[config.mk]
export PLATFORM = sky130hd
export DESIGN_NAME = fpu_fp64_to_fp32_flat
export DESIGN_NICKNAME = d
export VERILOG_FILES = /design/src/rtl/fpu_fp64_to_fp32_if.sv /design/src/rtl/fpu_fp64_to_fp32.sv /design/src/flat_wrapper.sv
export SDC_FILE = /design/constraint.sdc
export NUM_CORES = 1
export LEC_CHECK = 0
export ABC_CLOCK_PERIOD_IN_PS = 2100
export BUFFER_PORTS_ARGS = -buffer_cell sky130_fd_sc_hd__buf_2
export CORE_ASPECT_RATIO = 1.1
export CORE_MARGIN = 1.5
export CORE_UTILIZATION = 30
export CTS_CLUSTER_DIAMETER = 100
export DETAILED_ROUTE_END_ITERATION = 16
export PLACE_DENSITY = 0.6
export SLEW_MARGIN = 15
export SYNTH_ARGS = -nofsm -noshare
export SYNTH_HDL_FRONTEND = slang
export SYNTH_SLANG_ARGS = --single-unit
[constraint.sdc]
create_clock -name clk -period 2.1 [get_ports clk]
set_input_delay 0.21 -clock clk [delete_from_list [all_inputs] [get_ports clk]]
set_output_delay 0.21 -clock clk [all_outputs]
set_load 0.02 [all_outputs]
[src/rtl/fpu_fp64_to_fp32_if.sv]
// Handshake bundle for the binary64 -> binary32 narrowing converter.
// master drives operands and consumes results; slave is the converter.
interface fpu_fp64_to_fp32_if;
  logic        in_valid;
  logic        in_ready;
  logic [63:0] src;
  logic        out_valid;
  logic        out_ready;
  logic [31:0] dst;
  logic        flag_ovf;
  logic        flag_unf;
  logic        flag_inx;

  modport master (
    output in_valid,
    output src,
    output out_ready,
    input  in_ready,
    input  out_valid,
    input  dst,
    input  flag_ovf,
    input  flag_unf,
    input  flag_inx
  );

  modport slave (
    input  in_valid,
    input  src,
    input  out_ready,
    output in_ready,
    output out_valid,
    output dst,
    output flag_ovf,
    output flag_unf,
    output flag_inx
  );
endinterface

[src/rtl/fpu_fp64_to_fp32.sv]
// Two-stage binary64 -> binary32 narrowing converter (unpack, round/pack).
// Define FPU_FP64TO32_RNE_EN for round-to-nearest-even; default truncates.
module fpu_fp64_to_fp32 (
  input logic              clk,
  input logic              reset,
  fpu_fp64_to_fp32_if.slave io
);

  typedef enum logic [2:0] {
    C_ZERO,
    C_INFNAN,
    C_OVF,
    C_UNF,
    C_NORM
  } cls_e;

  typedef struct packed {
    logic        s;
    logic [11:0] eb;
    logic [22:0] m;
    logic        g;
    logic        st;
    logic        nan;
    cls_e        cls;
  } s1_t;

  logic        s1_valid;
  logic        s2_valid;
  logic        s1_load;
  logic        s2_load;
  s1_t         s1_d;
  s1_t         s1_q;
  logic [10:0] e;

  logic [31:0] dst_d;
  logic [31:0] dst_q;
  logic [2:0]  flg_d;
  logic [2:0]  flg_q;

  logic        inc;
  logic [23:0] sum;
  logic [11:0] ebr;
  logic [22:0] mr;

  assign s2_load     = !s2_valid || io.out_ready;
  assign s1_load     = !s1_valid || s2_load;
  assign io.in_ready = s1_load;

  assign io.out_valid = s2_valid;
  assign io.dst       = dst_q;
  assign io.flag_ovf  = flg_q[2];
  assign io.flag_unf  = flg_q[1];
  assign io.flag_inx  = flg_q[0];

  assign e = io.src[62:52];

  always_comb begin
    s1_d     = '0;
    s1_d.s   = io.src[63];
    s1_d.eb  = {1'b0, e} - 12'd896;
    s1_d.m   = io.src[51:29];
    s1_d.g   = io.src[28];
    s1_d.st  = |io.src[27:0];
    s1_d.nan = (e == 11'h7ff) && (|io.src[51:0]);
    // denormal inputs collapse into ZERO
    unique case (1'b1)
      (e == 11'd0):
        s1_d.cls = C_ZERO;
      (e == 11'h7ff):
        s1_d.cls = C_INFNAN;
      (e >= 11'd1151) && (e != 11'h7ff):
        s1_d.cls = C_OVF;
      (e != 11'd0) && (e <= 11'd896):
        s1_d.cls = C_UNF;
      default:
        s1_d.cls = C_NORM;
    endcase
  end

  always_comb begin
`ifdef FPU_FP64TO32_RNE_EN
    inc = s1_q.g && (s1_q.st || s1_q.m[0]);
`else
    inc = 1'b0;
`endif
    sum = {1'b0, s1_q.m} + {23'd0, inc};
    ebr = s1_q.eb + {11'd0, sum[23]};
    mr  = sum[23] ? 23'd0 : sum[22:0];
  end

  always_comb begin
    dst_d = '0;
    flg_d = '0;
    unique case (s1_q.cls)
      C_ZERO: begin
        dst_d = {s1_q.s, 31'd0};
      end
      C_INFNAN: begin
        if (s1_q.nan)
          dst_d = {s1_q.s, 8'hff, 1'b1, s1_q.m[21:0]};
        else
          dst_d = {s1_q.s, 8'hff, 23'd0};
      end
      C_OVF: begin
        dst_d = {s1_q.s, 8'hff, 23'd0};
        flg_d = 3'b101;
      end
      C_UNF: begin
        dst_d = {s1_q.s, 31'd0};
        flg_d = 3'b011;
      end
      default: begin
        flg_d[0] = s1_q.g | s1_q.st;
        // mantissa carry can push the biased exponent to 255
        if (ebr == 12'd255) begin
          dst_d    = {s1_q.s, 8'hff, 23'd0};
          flg_d[2] = 1'b1;
        end else begin
          dst_d = {s1_q.s, ebr[7:0], mr};
        end
      end
    endcase
  end

  always_ff @(posedge clk) begin
    if (reset) begin
      s1_valid <= 1'b0;
      s2_valid <= 1'b0;
      s1_q     <= '0;
      dst_q    <= '0;
      flg_q    <= '0;
    end else begin
      if (s1_load) begin
        s1_valid <= io.in_valid;
        if (io.in_valid)
          s1_q <= s1_d;
      end
      if (s2_load) begin
        s2_valid <= s1_valid;
        if (s1_valid) begin
          dst_q <= dst_d;
          flg_q <= flg_d;
        end
      end
    end
  end

endmodule

[src/flat_wrapper.sv]
// flat-port wrapper written by rule: the top's interface ports become plain ports
module fpu_fp64_to_fp32_flat 
  (clk, reset, io_in_valid, io_src, io_out_ready, io_in_ready, io_out_valid, io_dst, io_flag_ovf, io_flag_unf, io_flag_inx);
  fpu_fp64_to_fp32_if io_i ();
  input logic clk;
  input logic reset;
  input wire logic [$bits(io_i.in_valid)-1:0] io_in_valid;
  input wire logic [$bits(io_i.src)-1:0] io_src;
  input wire logic [$bits(io_i.out_ready)-1:0] io_out_ready;
  output wire logic [$bits(io_i.in_ready)-1:0] io_in_ready;
  output wire logic [$bits(io_i.out_valid)-1:0] io_out_valid;
  output wire logic [$bits(io_i.dst)-1:0] io_dst;
  output wire logic [$bits(io_i.flag_ovf)-1:0] io_flag_ovf;
  output wire logic [$bits(io_i.flag_unf)-1:0] io_flag_unf;
  output wire logic [$bits(io_i.flag_inx)-1:0] io_flag_inx;
  assign io_i.in_valid = io_in_valid;
  assign io_i.src = io_src;
  assign io_i.out_ready = io_out_ready;
  assign io_in_ready = io_i.in_ready;
  assign io_out_valid = io_i.out_valid;
  assign io_dst = io_i.dst;
  assign io_flag_ovf = io_i.flag_ovf;
  assign io_flag_unf = io_i.flag_unf;
  assign io_flag_inx = io_i.flag_inx;
  fpu_fp64_to_fp32 u_core (.clk(clk), .reset(reset), .io(io_i));
endmodule
[Word-level counts from Yosys, hierarchy flattened]
Index checks and enable logic that the tools add are counted.
Word-level totals
  bits of input ports: 68
  output and inout port bits: 37
  word-level logic and storage cells: 47
  register bits after elaboration: 79
Cells by class
  $add $sub $neg: 1
  equal/unequal tests: 6
  mux-type cells: 8
  reduce and logical (&&, ||, !) cells: 18
  bitwise operators: 1
  $lt $le $gt $ge: 2
Operators by type and width (number)
  $pmux W31 S3: 1
  $reduce_or A52 Y1: 1
  $mux W31: 1
  $reduce_or A28 Y1: 1
  $mux W23: 1
  $eq A12 B8 Y1 const B: 1
  $pmux W3 S4: 1
  $sub A11 B10 Y12 const B: 1
  $eq A11 B11 Y1 const B: 1
  $ge A11 B11 Y1 const B: 1
  $le A11 B10 Y1 const B: 1
  $logic_not A11 Y1: 1
  $ne A11 B11 Y1 const B: 1
  $reduce_bool A11 Y1: 1
  $eq A3 B2 Y1 const B: 2
  $reduce_or A2 Y1: 3
  $pmux W1 S2: 2
  $reduce_and A2 Y1: 2
  $eq A3 B1 Y1 const B: 1
  $logic_and A1 B1 Y1: 3
  $logic_not A3 Y1: 1
  $reduce_or A3 Y1: 1
  $logic_not A1 Y1: 2
  $logic_or A1 B1 Y1: 2
  2 further kinds: 3

[Logic depth before layout (Yosys ltp)]
Gate-level depths: netlist (run 1).
  depth in word-level cells: 4
  mapped depth: 6
  gate-level depth less buffers: 6

[Least setup slack after synthesis (run 1)]
Ideal clock, no wire load.
  path kind: register -> register
  start: register u_core.s1_q[38] (netlist name)
  end: register u_core.dst_q[14] (netlist: u_core.io.dst[14])
  buffers on the path: 2
  cell stages (with the launch flop): 7
  data required time: 1.972 ns
  arrival time: 1.517 ns
  path slack: 0.455 ns
  clock period less this slack: 1.645 ns
  library setup time: 0.128 ns
  path through: dfxtp_1 or3_1 or4_1 buf_2 buf_6 a32oi_1 nor2_1
On the way
  word-level cells in the longest chain between the ends: 3
RTL lines
  from (decl): RTL line fpu_fp64_to_fp32.sv:32  | s1_t s1_q;
  from (signal assigned): RTL line fpu_fp64_to_fp32.sv:129  | s1_q <= '0;
  from (signal assigned): RTL line fpu_fp64_to_fp32.sv:136  | s1_q <= s1_d;
  $eq A12 B8 Y1: RTL line fpu_fp64_to_fp32.sv:115  | if (ebr == 12'd255) begin
  $mux W31: RTL line fpu_fp64_to_fp32.sv:115
  $pmux W31 S3: RTL line fpu_fp64_to_fp32.sv:94  | unique case (s1_q.cls)
  to (signal assigned): RTL line fpu_fp64_to_fp32.sv:141  | dst_q <= dst_d;
  to (decl): RTL line fpu_fp64_to_fp32.sv:36  | logic [31:0] dst_q;
Every way passes these cells.
A chain may end at the register's enable or synchronous reset.

[Final worst setup path (run 1)]
  start: register u_core.s2_valid (netlist: u_core.io.out_valid)
  end: register u_core.dst_q[19] (netlist: u_core.io.dst[19])
On the way
  word-level cells in the longest chain between the ends: 3
RTL lines
  from (decl): RTL line fpu_fp64_to_fp32.sv:28  | logic s2_valid;
  from (signal assigned): RTL line fpu_fp64_to_fp32.sv:139  | s2_valid <= s1_valid;
  $logic_not A1 Y1: RTL line fpu_fp64_to_fp32.sv:45  | assign s2_load = !s2_valid || io.out_ready;
  $logic_or A1 B1 Y1: RTL line fpu_fp64_to_fp32.sv:45
  $reduce_and A2 Y1 (no source line)
Every way passes these cells.

==> metrics.cfg, run 1 <==
[outcome]
outcome = finished, final reports clean

[worst_setup_path]
rrSetupSlack_ns = 0.27
critPathMaxFanout = 13
cp.required_ns = 2.39
worstSetupEndpointType = flop
critical_path_class = flop to flop
start_kind = flop
r2r_cells = 5
r2r_end = u_core.io.dst[19]
reg2reg_from = u_core.io.out_valid
arrival_ns = 2.12

[final_layout]
syn2layout_area_growth_pct = 27.70
stdcell_count = 620
seqCellArea_um2 = 1582
multi_input_area_um2 = 1415
final_util_pct = 39.90
drive_above_1_share_pct = 28.33
num_antenna_cells = 0
nets = 546
fill_cells = 1072

[global_route]
grt.overflow.total = 0
grt_first_pass_wirelength_mm = 13.73
grtUsageTotal_pct = 16.02
grt_pass1_vias = 2918
antenna_found_initial = 0
grt_start_max_net_pins = 28

[synthesis]
synth.yosys.seq_area_share_pct = 50.46
postSynthAreaPerCell_um2 = 8.358
synth.distinct_cells = 35
synth_area_leaders = dfxtp_1, nand2_1, a21oi_1, a32oi_1, nor2_1
netlist_instances = 375
synth_warnings = 0
yosysTopAreaCellShare_pct = 50.46
ys.flop_type = dfxtp_1
synth_top_cell_by_area = dfxtp_1
ys_ff_latch = 79
syn_area_um2 = 3134
synth_nets = 446
async_flop_share_pct = 0
synth_edf_count = 0

[pwr]
vdd_drop_max_mv = 0.2584
total_power_mw = 3.011
power.leakage_nw = 1.682
p_per_area_nw_per_um2 = 752.2

[timing]
fin_crit_sh_pct = 87.15
fmax_mhz = 546.4
period_needed_ns = 1.830
slew_violations = 0
hold_violations = 0
fin_tns_setup_ns = 0
rsz0062_at_grt = false
worst_slack_ns = 0.2698
slew_headroom_pct = 45.35
setup_viol = 0
worst_slew_pin_slew_ns = 0.8167
finalClockSkew_ns = 0.01036

[clock_network]
path_clk_slew_ns = 0.08
cts_tree = built
postCtsHoldBufs = 0
ctsResizeCount = 0
clk_latency_ns = 0.35
cts_buffers = 9
clock_sinks = 79
cts_root_buffer = clkbuf_8
htree_levels = 3
post_cts_buffers = 0
cts_buffer_depth = 2

[placed_design]
pre_cts_slack_ns = 0.2715
dp.cells = 604
port-buffer-count = 104
hpwl_mm = 6.296
place.gp.congestion = 0.7679

[route]
detail_route.iter0.violations = 120
viasPerCell = 4.942
first_pass_iters = 4
vias = 3064
drtAntennaViolNets = 0
drc_errors = 0
avgRoutedWirePerCell_um = 13.72
drt-total-wl_mm = 8.507

[die]
rows = 38
core_um2 = 10030
die_w_um = 100.5
die_area_um2 = 11070
boundaryPins = 105
die_h_um = 110.2
start_util_pct = 31.24

[worst_hold_path]
min-delay-start = io_src[32]
hold_class = input port to flop
min_to = u_core.s1_q[9]
holdPathStages = 3

[flow_run]
drv_cap = 0

## layout by cell type (no fill, tap or decap), drive strengths merged
master,count
inv,7
nor2,41
xnor2,1
nor4,15
or4,1
a32oi,23
clkinv,2
nor3,7
nand2,83
mux2i,2
a311oi,4
nand4b,1
o311ai,1
or2,1
a31oi,1
nand4,8
dfxtp,79
a21oi,42
nand3b,2
o21ai,1
xor2,1
clkinvlp,2
ha,3
and4b,1
a41o,1
nand3,3
buf,116
clkbuf,12
a211oi,11
o21bai,1
nand2b,3
nor2b,1
or3,3
## synthesized netlist by cell type, types with 2 or more instances
cell and instances:
a211oi_1 10, a21oi_1 42, a311oi_1 3, a32oi_1 23, buf_1 4, buf_2 5
buf_6 2, clkbuf_1 16, dfxtp_1 79, ha_1 3, inv_1 7, mux2i_1 2
nand2_1 83, nand2b_1 3, nand3_1 3, nand3b_1 2, nand4_1 8, nor2_1 41
nor3_1 7, nor4_1 15, or3_1 3
## critical path: stages (launching register included)
cell and delay, ns:
dfxtp_1 0.33, nor2b_1 0.22, a211oi_2 0.67, buf_4 0.33, a32oi_1 0.13, nor2_1 0.10
## cell families (layout without fill, tap and decap cells)
family,count (synthesis),count (layout),synth area share (%)
buffers and inverters,34,139,4.750
XOR/XNOR,2,2,0.5590
flip-flops,79,79,50.46
adder cells (fa/ha/maj),3,3,1.198
AO/OA/AOI/OAI,85,85,18.44
AND/OR/NAND/NOR,170,170,23.95
multiplexers,2,2,0.6387
## routing by layer
| metal | GRT usage, % | up-vias | share of wire, % |
|---|---|---|---|
| met4 | 7.847 | 0 | 1.2 |
| met1 | 20.95 | 1424 | 47 |
| met2 | 25.32 | 103 | 46 |
| met5 | 0 | - | 0 |
| met3 | 3.216 | 6 | 6.0 |
| li1 | - | 1531 | - |
## area by class of cell
cell class	count	area share, %
Multi-Input combinational cell	262	35.35
Clock buffer	12	4.126
Clock inverter	4	0.7190
Sequential cell	79	39.51
Tap cell	140	4.376
Inverter	7	0.6565
Timing Repair Buffer	116	15.25
## flip-flops by register name (all words and copies together), names as in the netlist
signal,flops
u_core.s1_q,42
u_core.io.dst,32
u_core.io.out_valid,1
u_core.flg_q,3
u_core.s1_valid,1
## worst max path at each step
stage          cells past startpoint  slack, ns           startpoint                end
4_1_cts                            5       0.26  u_core.io.out_valid  u_core.io.dst[19]
3_3_place_gp                       5       0.33       u_core.s1_q[1]  u_core.io.dst[18]
6_report                           5       0.27  u_core.io.out_valid  u_core.io.dst[19]
3_5_place_dp                       5       0.27       u_core.s1_q[1]   u_core.io.dst[0]
2_1_floorplan                      6       0.46      u_core.s1_q[38]  u_core.io.dst[14]
5_1_grt                            5       0.10  u_core.io.out_valid  u_core.io.dst[12]
## power breakdown
part	leakage, nW	switching [mW]	internal [mW]	total, mW
sequential	0.647	0.0387	1.56	1.60
clock	0.0946	0.546	0.526	1.07
combinational	0.941	0.203	0.135	0.337
total	1.68	0.787	2.22	3.01
## through the flow
stage                     instance area [µm²]  hold slack, ns
final                                    4003          0.1018
after global placement                   3809          0.4376
after CTS                                4003         0.08668
after floorplan                          3134          0.3056
after detailed placement                 3809          0.4433
after global routing                     4003         0.08928
Power figures use the tool's default switching activity.
==> inputs of run 2 (changes only) <==
--- a/config.mk
+++ b/config.mk
@@ -5,14 +5,16 @@
 export SDC_FILE = /design/constraint.sdc
 export NUM_CORES = 1
 export LEC_CHECK = 0
-export ABC_CLOCK_PERIOD_IN_PS = 2100
+export ABC_CLOCK_PERIOD_IN_PS = 1500
 export BUFFER_PORTS_ARGS = -buffer_cell sky130_fd_sc_hd__buf_2
+export CELL_PAD_IN_SITES_DETAIL_PLACEMENT = 0
+export CELL_PAD_IN_SITES_GLOBAL_PLACEMENT = 1
 export CORE_ASPECT_RATIO = 1.1
 export CORE_MARGIN = 1.5
 export CORE_UTILIZATION = 30
 export CTS_CLUSTER_DIAMETER = 100
 export DETAILED_ROUTE_END_ITERATION = 16
-export PLACE_DENSITY = 0.6
+export PLACE_DENSITY = 0.78
 export SLEW_MARGIN = 15
 export SYNTH_ARGS = -nofsm -noshare
 export SYNTH_HDL_FRONTEND = slang
==> constraint.sdc (replaced) <==
create_clock -name clk -period 1.5 [get_ports clk]
set_input_delay 0.15 -clock clk [delete_from_list [all_inputs] [get_ports clk]]
set_output_delay 0.15 -clock clk [all_outputs]
set_load 0.02 [all_outputs]
==> run 2 against run 1 <==
Against the previous run:
- non-clock buffer count increased by 17
- sequential power increased by 40%
- largest cell class unchanged
- register-to-register slack got worse by 0.44 ns
- die area unchanged
- the run now ends with negative setup slack left
- clock power increased by 39%
==> metrics.cfg, run 2 (synthesized netlist as in run 1, its figures left out) <==
[clock_network]
cts_buffers = 9  ; unchanged
path_clk_slew_ns = 0.08  ; about the same
clk_latency_ns = 0.36  ; was 0.35 ns
cts_buffer_depth = 2  ; unchanged
postCtsHoldBufs = 0  ; unchanged
cts_root_buffer = clkbuf_8  ; unchanged
clock_sinks = 79  ; unchanged
htree_levels = 3  ; unchanged
cts_tree = built  ; unchanged

[placed_design]
port-buffer-count = 104  ; unchanged
hpwl_mm = 6.444  ; was 6.296 mm
place.gp.congestion = 0.7700  ; was 0.7679
dpl-instance-area_um2 = 3989  ; was 3809 µm²
dp.cells = 619  ; was 604

[worst_setup_path]
critPathLaunch = u_core.s1_q[38]  ; was u_core.io.out_valid
start_kind = flop  ; unchanged
reg2reg_from = u_core.s1_q[38]  ; was u_core.io.out_valid
arrival_ns = 1.92  ; was 2.12 ns
rrSetupSlack_ns = -0.17  ; was 0.27 ns
cp.required_ns = 1.76  ; was 2.39 ns
critPathMaxFanout = 24  ; was 13
r2r_end = u_core.io.dst[7]  ; was u_core.io.dst[19]
worstSetupEndpointType = flop  ; unchanged
critical_path_class = flop to flop  ; unchanged
r2r_cells = 5  ; unchanged

[final_layout]
drive_above_1_share_pct = 31.79  ; was 28.33%
largest_reg_flops = 42  ; unchanged
layout.cells.most_common = buf_2  ; unchanged
stdcell_count = 637  ; was 620
syn2layout_area_growth_pct = 34.25  ; was 27.70%
final_cell_mix = buf_2, nand2_1, dfxtp_1  ; unchanged
nets = 563  ; was 546
top_register = u_core.s1_q  ; unchanged
final_util_pct = 41.94  ; was 39.90%
num_antenna_cells = 0  ; unchanged
finalInstanceArea_um2 = 4208  ; was 4003 µm²

[route]
viasPerCell = 4.870  ; was 4.942
first_pass_iters = 5  ; was 4
detail_route.iter0.violations = 117  ; was 120
drtAntennaViolNets = 0  ; unchanged
drc_errors = 0  ; unchanged
avgRoutedWirePerCell_um = 13.70  ; was 13.72 µm
vias = 3102  ; was 3064
drt-total-wl_mm = 8.726  ; was 8.507 mm

[timing]
rsz0062_at_grt = true  ; was false
finalClockSkew_ns = 0.01429  ; was 0.01036 ns
setup_viol = 24  ; was 0
fin_crit_sh_pct = 111.0  ; was 87.15%
hold_violations = 0  ; unchanged
worst_slew_pin_slew_ns = 0.4175  ; was 0.8167 ns
worst_slack_ns = -0.1655  ; was 0.2698 ns
period_needed_ns = 1.665  ; was 1.830 ns
slew_violations = 0  ; unchanged
fmax_mhz = 600.4  ; was 546.4 MHz
slew_headroom_pct = 71.91  ; was 45.35%

[outcome]
outcome = complete, but fails checks  ; was finished, final reports clean
violations = negative setup slack

[global_route]
grt_first_pass_wirelength_mm = 13.84  ; was 13.73 mm
grt_pass1_vias = 2908  ; was 2918
antenna_found_initial = 0  ; unchanged
grt_start_max_net_pins = 42  ; was 28
grt.overflow.total = 0  ; unchanged
grtUsageTotal_pct = 16.18  ; was 16.02%

[worst_hold_path]
hold_class = input port to flop  ; unchanged
min-delay-start = io_src[42]  ; was io_src[32]
min_to = u_core.s1_q[19]  ; was u_core.s1_q[9]
holdPathStages = 3  ; unchanged

[pwr]
vdd_drop_max_mv = 0.3896  ; was 0.2584 mV
power.leakage_nw = 1.790  ; was 1.682 nW
p_per_area_nw_per_um2 = 1013  ; was 752.2 nW/µm²

[flow_run]
drv_cap = 0  ; unchanged

[die]
core_um2 = 10030  ; unchanged
die_area_um2 = 11070  ; unchanged
start_util_pct = 31.24  ; unchanged
rows = 38  ; unchanged
die_h_um = 110.2  ; unchanged
die_w_um = 100.5  ; unchanged
boundaryPins = 105  ; unchanged

[run 2: changes by cell type in the layout (fill, tap and decap cells not counted), sizes merged]
cell / change
clkinv: -1
buf: +17
inv: +1
[run 2: final cells by class]
cell class | count | area, µm²
Sequential cell | 79 | 1583
Tap cell | 140 | 175.2
Multi-Input combinational cell | 262 | 1439
Fill cell | 1048 | 5824
Clock buffer | 12 | 155.1
Timing Repair Buffer | 133 | 800.8
Inverter | 7 | 26.28
Clock inverter | 4 | 28.78
[run 2: critical path: stages (launching register included)]
cell,delay [ns]
dfxtp_1,0.31
or3_1,0.36
or4_4,0.43
buf_12,0.18
a32oi_1,0.21
nor2_1,0.06
[run 2: worst max path at each step]
| stage | end | slack, ns |
|---|---|---|
| after floorplan | u_core.io.dst[14] | -0.14 |
| after global placement | u_core.io.dst[5] | -0.14 |
| after detailed placement | u_core.io.dst[18] | -0.18 |
| after CTS | u_core.io.dst[18] | -0.17 |
| after global routing | u_core.io.dst[12] | -0.22 |
| final | u_core.io.dst[7] | -0.17 |
[run 2: per-stage QoR]
step                      TNS (ns)  hold slack (ns)  total power [mW]  worst slack, ns
after CTS                   -3.479          0.01996             4.289          -0.1712
after floorplan             -2.866           0.2456             2.546          -0.1445
after global placement      -3.188           0.4049             2.802          -0.1401
after detailed placement    -3.873           0.4151             2.813          -0.1816
after global routing        -4.940          0.01840             4.478          -0.2248
final                       -3.400          0.03424             4.262          -0.1655
[run 2: per-layer routing]
metal	share of wire, %	up-vias	global-route usage, %
met3	5.7	11	3.846
li1	-	1575	-
met2	48	95	27.02
met5	0	-	0
met4	1.6	0	6.640
met1	45	1421	20.11
[run 2: power by group]
group	switching, mW	internal [mW]	total (mW)
combinational	0.297	0.231	0.528
clock	0.799	0.695	1.49
sequential	0.0513	2.19	2.24
[run 2: timing repair]
| item | CTS | global route |
|---|---|---|
| hold endpoints to repair | 0 | 0 |
| resized for setup | 2 | 3 |
| endpoints found under the setup margin | 25 | 31 |
| setup buffers | 0 | 2 |
